<file path="config.mk">
export PLATFORM = sky130hd
export DESIGN_NAME = load_store_unit
export DESIGN_NICKNAME = d
export VERILOG_FILES = /design/src/rtl/load_store_unit.sv
export SDC_FILE = /design/constraint.sdc
export NUM_CORES = 1
export LEC_CHECK = 0
export ABC_AREA = 1
export CAP_MARGIN = 30
export CORE_MARGIN = 2
export CORE_UTILIZATION = 35
export DETAILED_ROUTE_END_ITERATION = 10
export HOLD_SLACK_MARGIN = 0.05
export PLACE_DENSITY_LB_ADDON = 0.2
export SETUP_SLACK_MARGIN = 0.5
export SYNTH_ARGS = -nofsm -noshare
export SYNTH_HDL_FRONTEND = slang
export SYNTH_SLANG_ARGS = --single-unit
</file>
<file path="constraint.sdc">
create_clock -name clk -period 1.71 [get_ports clk]
set_clock_uncertainty 0.15 [all_clocks]
set_input_delay 0.342 -clock clk [delete_from_list [all_inputs] [get_ports clk]]
set_output_delay 0.342 -clock clk [all_outputs]
set_load 0.01 [all_outputs]
</file>
<file path="src/rtl/load_store_unit.sv">
// Load/store stage: turns a load or store from the single-cycle datapath into a
// request/grant/response bus transaction, holding stall until it retires.
module load_store_unit #(
    parameter int TIMEOUT_CYCLES = 255
) (
    input  logic        clk,
    input  logic        reset,
    input  logic        memRead,
    input  logic        memWrite,
    input  logic [2:0]  funct3,
    input  logic [31:0] addr,
    input  logic [31:0] storeData,
    output logic        stall,
    output logic [31:0] loadData,
    output logic        misaligned,
    output logic        busError,
    output logic        busReq,
    output logic        busWe,
    output logic [31:0] busAddr,
    output logic [3:0]  busBe,
    output logic [31:0] busWdata,
    input  logic        busGnt,
    input  logic        busRvalid,
    input  logic [31:0] busRdata
);

    localparam int CNT_W = (TIMEOUT_CYCLES < 2) ? 1 : $clog2(TIMEOUT_CYCLES);
    localparam logic [CNT_W-1:0] CNT_LAST = CNT_W'(TIMEOUT_CYCLES - 1);

    typedef enum logic [1:0] {
        S_IDLE,
        S_REQ,
        S_WAIT,
        S_DONE
    } state_t;

    state_t           state_q, state_d;
    logic [CNT_W-1:0] cnt_q, cnt_d;
    logic             bus_req_q, bus_req_d;
    logic             bus_we_q, bus_we_d;
    logic [31:0]      bus_addr_q, bus_addr_d;
    logic [3:0]       bus_be_q, bus_be_d;
    logic [31:0]      bus_wdata_q, bus_wdata_d;
    logic [2:0]       funct3_q, funct3_d;
    logic [1:0]       off_q, off_d;
    logic [31:0]      load_data_q, load_data_d;
    logic             bus_error_q, bus_error_d;

    logic        req_any;
    logic        is_load;
    logic        legal_f3;
    logic        aligned;
    logic        access_ok;
    logic        idle_req;
    logic [3:0]  be_new;
    logic [31:0] wdata_new;
    logic [31:0] rdata_shift;
    logic [31:0] rdata_ext;

    // ---------------------------------------------------------------
    // Request decode (only meaningful in IDLE)
    // ---------------------------------------------------------------
    always_comb begin
        req_any = memRead | memWrite;
        is_load = memRead;
        if (is_load) begin
            legal_f3 = (funct3 == 3'b000) || (funct3 == 3'b001) || (funct3 == 3'b010) ||
                       (funct3 == 3'b100) || (funct3 == 3'b101);
        end else begin
            legal_f3 = (funct3 == 3'b000) || (funct3 == 3'b001) || (funct3 == 3'b010);
        end
        case (funct3[1:0])
            2'b00:   aligned = 1'b1;
            2'b01:   aligned = ~addr[0];
            2'b10:   aligned = (addr[1:0] == 2'b00);
            default: aligned = 1'b0;
        endcase
        access_ok = legal_f3 & aligned;
        idle_req  = (state_q == S_IDLE) & req_any;
    end

    always_comb begin
        case (funct3[1:0])
            2'b00:   be_new = 4'b0001 << addr[1:0];
            2'b01:   be_new = 4'b0011 << addr[1:0];
            default: be_new = 4'b1111;
        endcase
    end

    // Write data replicated so each lane carries the byte it would own
    generate
        for (genvar gi = 0; gi < 4; gi++) begin : g_wlane
            always_comb begin
                case (funct3[1:0])
                    2'b00:   wdata_new[8*gi +: 8] = storeData[7:0];
                    2'b01:   wdata_new[8*gi +: 8] = storeData[8*(gi % 2) +: 8];
                    default: wdata_new[8*gi +: 8] = storeData[8*gi +: 8];
                endcase
            end
        end
    endgenerate

    // ---------------------------------------------------------------
    // Read lane select and extension
    // ---------------------------------------------------------------
    always_comb begin
        rdata_shift = busRdata >> {off_q, 3'b000};
        case (funct3_q)
            3'b000:  rdata_ext = {{24{rdata_shift[7]}}, rdata_shift[7:0]};
            3'b001:  rdata_ext = {{16{rdata_shift[15]}}, rdata_shift[15:0]};
            3'b100:  rdata_ext = {24'd0, rdata_shift[7:0]};
            3'b101:  rdata_ext = {16'd0, rdata_shift[15:0]};
            default: rdata_ext = rdata_shift;
        endcase
    end

    // ---------------------------------------------------------------
    // Next-state logic
    // ---------------------------------------------------------------
    always_comb begin
        state_d     = state_q;
        cnt_d       = cnt_q;
        bus_req_d   = bus_req_q;
        bus_we_d    = bus_we_q;
        bus_addr_d  = bus_addr_q;
        bus_be_d    = bus_be_q;
        bus_wdata_d = bus_wdata_q;
        funct3_d    = funct3_q;
        off_d       = off_q;
        load_data_d = load_data_q;
        bus_error_d = 1'b0;

        case (state_q)
            S_IDLE: begin
                if (req_any && access_ok) begin
                    state_d     = S_REQ;
                    cnt_d       = '0;
                    bus_req_d   = 1'b1;
                    bus_we_d    = ~is_load;
                    bus_addr_d  = {addr[31:2], 2'b00};
                    bus_be_d    = be_new;
                    bus_wdata_d = wdata_new;
                    funct3_d    = funct3;
                    off_d       = addr[1:0];
                end
            end
            S_REQ, S_WAIT: begin
                cnt_d = cnt_q + CNT_W'(1);
                // Timeout wins over a same-cycle grant/response so no access
                // ever spends more than TIMEOUT_CYCLES in REQ+WAIT.
                if (cnt_q == CNT_LAST) begin
                    state_d     = S_DONE;
                    bus_req_d   = 1'b0;
                    bus_error_d = 1'b1;
                    load_data_d = '0;
                end else if (state_q == S_REQ) begin
                    if (busGnt) begin
                        bus_req_d = 1'b0;
                        state_d   = bus_we_q ? S_DONE : S_WAIT;
                    end
                end else if (busRvalid) begin
                    load_data_d = rdata_ext;
                    state_d     = S_DONE;
                end
            end
            S_DONE: begin
                state_d = S_IDLE;
            end
            default: begin
                state_d = S_IDLE;
            end
        endcase
    end

    always_ff @(posedge clk or negedge reset) begin
        if (!reset) begin
            state_q     <= S_IDLE;
            cnt_q       <= '0;
            bus_req_q   <= 1'b0;
            bus_we_q    <= 1'b0;
            bus_addr_q  <= '0;
            bus_be_q    <= '0;
            bus_wdata_q <= '0;
            funct3_q    <= '0;
            off_q       <= '0;
            load_data_q <= '0;
            bus_error_q <= 1'b0;
        end else begin
            state_q     <= state_d;
            cnt_q       <= cnt_d;
            bus_req_q   <= bus_req_d;
            bus_we_q    <= bus_we_d;
            bus_addr_q  <= bus_addr_d;
            bus_be_q    <= bus_be_d;
            bus_wdata_q <= bus_wdata_d;
            funct3_q    <= funct3_d;
            off_q       <= off_d;
            load_data_q <= load_data_d;
            bus_error_q <= bus_error_d;
        end
    end

    // ---------------------------------------------------------------
    // Outputs
    // ---------------------------------------------------------------
    always_comb begin
        misaligned = reset & idle_req & ~access_ok;
        stall      = reset & ((idle_req & access_ok) |
                              (state_q == S_REQ) | (state_q == S_WAIT));
        loadData   = misaligned ? 32'd0 : load_data_q;
        busError   = bus_error_q;
        busReq     = bus_req_q;
        busWe      = bus_we_q;
        busAddr    = bus_addr_q;
        busBe      = bus_be_q;
        busWdata   = bus_wdata_q;
    end

endmodule
</file>
==> flow_summary.ini, run 1 <==
[run_status]
status = complete, but fails checks
violations = hold timing, setup timing

[power]
sequentialPowerShare_pct = 26.0
share_comb_of_total_power_pct = 54.4
power.internal_mw = 10.9
ir_worst_vdd_v = 0.000918
cellLeakagePower_nw = 5.60
power_density_mw_per_mm2 = 1760
clkPwrFrac_pct = 19.6
switching_power_mw = 7.39
swShare_pct = 40.3

[clocking]
htreeDepth = 4
cts_tree = built
cts.clk_slew.worst_paths_ns = 0.06
clock_latency_ns = 0.42
cts.sinks = 116
cts_root_buf = clkbuf_16
numCtsBuffers = 17
clockBufferDepth = 2

[timing]
slew_headroom_pct = 52.2
hold_ws_ns = -0.00144
fin_tns_setup_ns = -65.33
setup_violations = 147
rsz0062_at_grt = yes
fmaxAchievable_mhz = 413
worst_slack_ns = -0.710
hold_viol_final = 5
fin_crit_ns = 2.42
tightest_slew_ns = 0.714
final_max_slew_viol_count = 0
fin_crit_sh_pct = 142

[synthesis]
synth.avg_cell_area_um2 = 7.38
ys_warn_count = 0
synth.yosys.seq_area_share_pct = 46.1
ys_ff_latch = 116
synth_cell_type_count = 34
synth.cell_area_mm2 = 0.00630
syn_inst = 854

[critical_path]
cp-end-kind = primary output
cp-start-kind = register
required_ns = 1.22
arrival_ns = 1.93
path_class = register to primary output
path_max_fanout = 6

[routing]
first_pass_iters = 5
remaining_drc_errors = 0
drt_wl_total_mm = 22.4
ant_nets = 0
vias_per_cell = 4.82
drtIter0Drc = 445
wl_per_cell_um = 16.2
num_vias = 6673

[floorplanning]
fp.coreArea_mm2 = 0.0178
start_util_pct = 35.3
die_area_mm2 = 0.0191
num_rows = 49
die_y_um = 138
ioPinCount = 210
die_w_um = 138

[finish]
nets = 1252
area_delta_synth_final_pct = 65.4
drive_above_1_share_pct = 29.4
final_core_util_pct = 58.5
instances_no_fill = 1385

[grt]
grt_max_degree = 117
antenna_found_initial = 3
grt_pass1_wl_mm = 35.9
grt-ovfl-total = 0
grt_pass1_vias = 6681
grtUsageTotal_pct = 23.5

[place]
dpl.cell_count = 1292
io_buffers = 207
dpl.hpwl_mm = 13.2
routabilityCongestion = 0.859
pre_cts_slack_ns = -1.05

[flow_run]
cap_violations = 0

[hold_path]
hold_class = primary input to asynchronous set/reset pin
## final timing paths
| check | slack [ns] | end | depth (start not counted) | from |
|---|---|---|---|---|
| min in group clk | 0.25 | funct3_q[0] | 4 | funct3[0] |
| worst min register to register | 0.33 | load_data_q[2] | 2 | load_data_q[2] |
| worst min-delay path | -0.001 | funct3_q[2] | 3 | reset |
| worst max register to register | -0.57 | busAddr[5] | 14 | state_q[0] |
| max in group asynchronous | 0.95 | load_data_q[3] | 3 | reset |
| worst max-delay path | -0.71 | loadData[16] | 12 | state_q[0] |
## cell usage in the layout, fill, tap and decap left out, drive strengths merged, types with 3 or more instances in the layout
master / count
nor2: 59
bufbuf: 10
nand2: 350
a22oi: 6
o21ai: 58
ha: 7
clkinvlp: 3
clkinv: 6
buf: 195
nand3: 65
clkbuf: 24
xor2: 3
clkdlybuf4s50: 101
o211ai: 7
dfrtp: 116
diode: 3
a21oi: 44
inv: 84
## Yosys cell counts
cell type / count / area (um2)
clkinv_1: 1 / 3.75
nor2_4: 2 / 22.5
clkbuf_1: 11 / 41.3
buf_6: 15 / 169
buf_4: 11 / 82.6
a22oi_1: 6 / 45.0
o21ai_0: 45 / 225
o21bai_1: 1 / 7.51
o211ai_1: 7 / 52.6
inv_1: 74 / 278
a21oi_1: 44 / 220
or2_2: 1 / 6.26
nor2_1: 54 / 203
a21boi_4: 1 / 18.8
o21ai_1: 13 / 65.1
dfrtp_1: 116 / 2900
nand3_2: 2 / 20.0
nand3_4: 2 / 35.0
inv_4: 4 / 25.0
xor2_1: 3 / 26.3
nand2_1: 344 / 1290
a211oi_1: 1 / 7.51
conb_1: 1 / 3.75
nand2_2: 3 / 18.8
nor3_1: 1 / 5.00
nand2_4: 2 / 22.5
ha_1: 7 / 87.6
nand3_1: 61 / 305
a31oi_2: 1 / 12.5
nor2_2: 3 / 18.8
nand4_1: 1 / 6.26
o22ai_1: 1 / 6.26
inv_2: 5 / 18.8
buf_2: 10 / 50.1
## cell families (layout without fill, tap and decap cells)
| logic type | count (synthesis) | after routing | share of synthesized area [%] |
|---|---|---|---|
| xor gates and xnor gates | 3 | 3 | 0.417 |
| AOI/OAI and AO/OA | 120 | 120 | 10.5 |
| buffers and inverters | 131 | 428 | 10.6 |
| adders and majority gates | 7 | 7 | 1.39 |
| other | 1 | 5 | 0.0595 |
| and+or+nand+nor | 476 | 477 | 31.0 |
| DFF | 116 | 116 | 46.0 |
## critical path: stages (launching register included)
cell and delay (ns):
dfrtp_1 0.39, inv_2 0.09, ha_4 0.15, inv_4 0.04, nor2_4 0.10, nand2_2 0.07
nor2_4 0.13, inv_6 0.06, buf_6 0.13, buf_16 0.14, nand2_2 0.05, inv_1 0.03
buf_2 0.12
## state kept, by name (all words and copies together) (netlist names)
| register | count |
|---|---|
| off_q | 2 |
| busBe | 4 |
| busError | 1 |
| funct3_q | 3 |
| load_data_q | 32 |
| busAddr | 30 |
| busWe | 1 |
| busWdata | 32 |
| state_q | 2 |
| cnt_q | 8 |
| busReq | 1 |
## per-stage QoR
stage	area, um2	total power, mW
floorplan	6350	9.28
global placement	8800	13.1
detailed placement	8800	13.1
CTS	10100	17.5
global route	10400	19.6
finish	10400	18.3
## area by class of cell
class	instances	area [um2]
clock inverter	11	128
sequential	116	2900
tap	229	287
inverter	84	350
clock buffer	21	460
antenna	3	7.51
multi-input combinational	609	3070
fill	1630	7410
timing repair buffer	312	3230
## per-layer routing
| layer | vias to the layer above | track usage, % | share of wire [%] |
|---|---|---|---|
| met3 | 21 | 7.45 | 8.7 |
| met2 | 269 | 38.4 | 48 |
| li1 | 3267 | - | - |
| met5 | - | 0 | 0 |
| met1 | 3116 | 30.4 | 42 |
| met4 | 0 | 6.23 | 1.4 |
## what timing repair did
| item | 4_1_cts | 5_1_grt |
|---|---|---|
| endpoints found under the hold margin | 116 | 0 |
| pin swaps | 14 | 32 |
| setup buffers | 16 | 17 |
| gates cloned | 22 | 3 |
| resized for setup | 546 | 51 |
| endpoints found under the setup margin | 219 | 219 |
## power groups by stage
| stage | registers, mW | clock network [mW] | logic (mW) |
|---|---|---|---|
| floorplan | 4.93 | 0 | 4.35 |
| global placement | 4.68 | 0 | 8.38 |
| detailed placement | 4.66 | 0 | 8.46 |
| CTS | 4.74 | 3.65 | 9.14 |
| global route | 4.91 | 3.79 | 10.9 |
| finish | 4.77 | 3.59 | 9.98 |
Power figures use the tool's default switching activity.
==> inputs of run 2 (changes only) <==
- CAP_MARGIN: 30 -> 20
==> results of run 2 <==
Same layout as run 1: the final DEF is identical, and so are final timing and power.
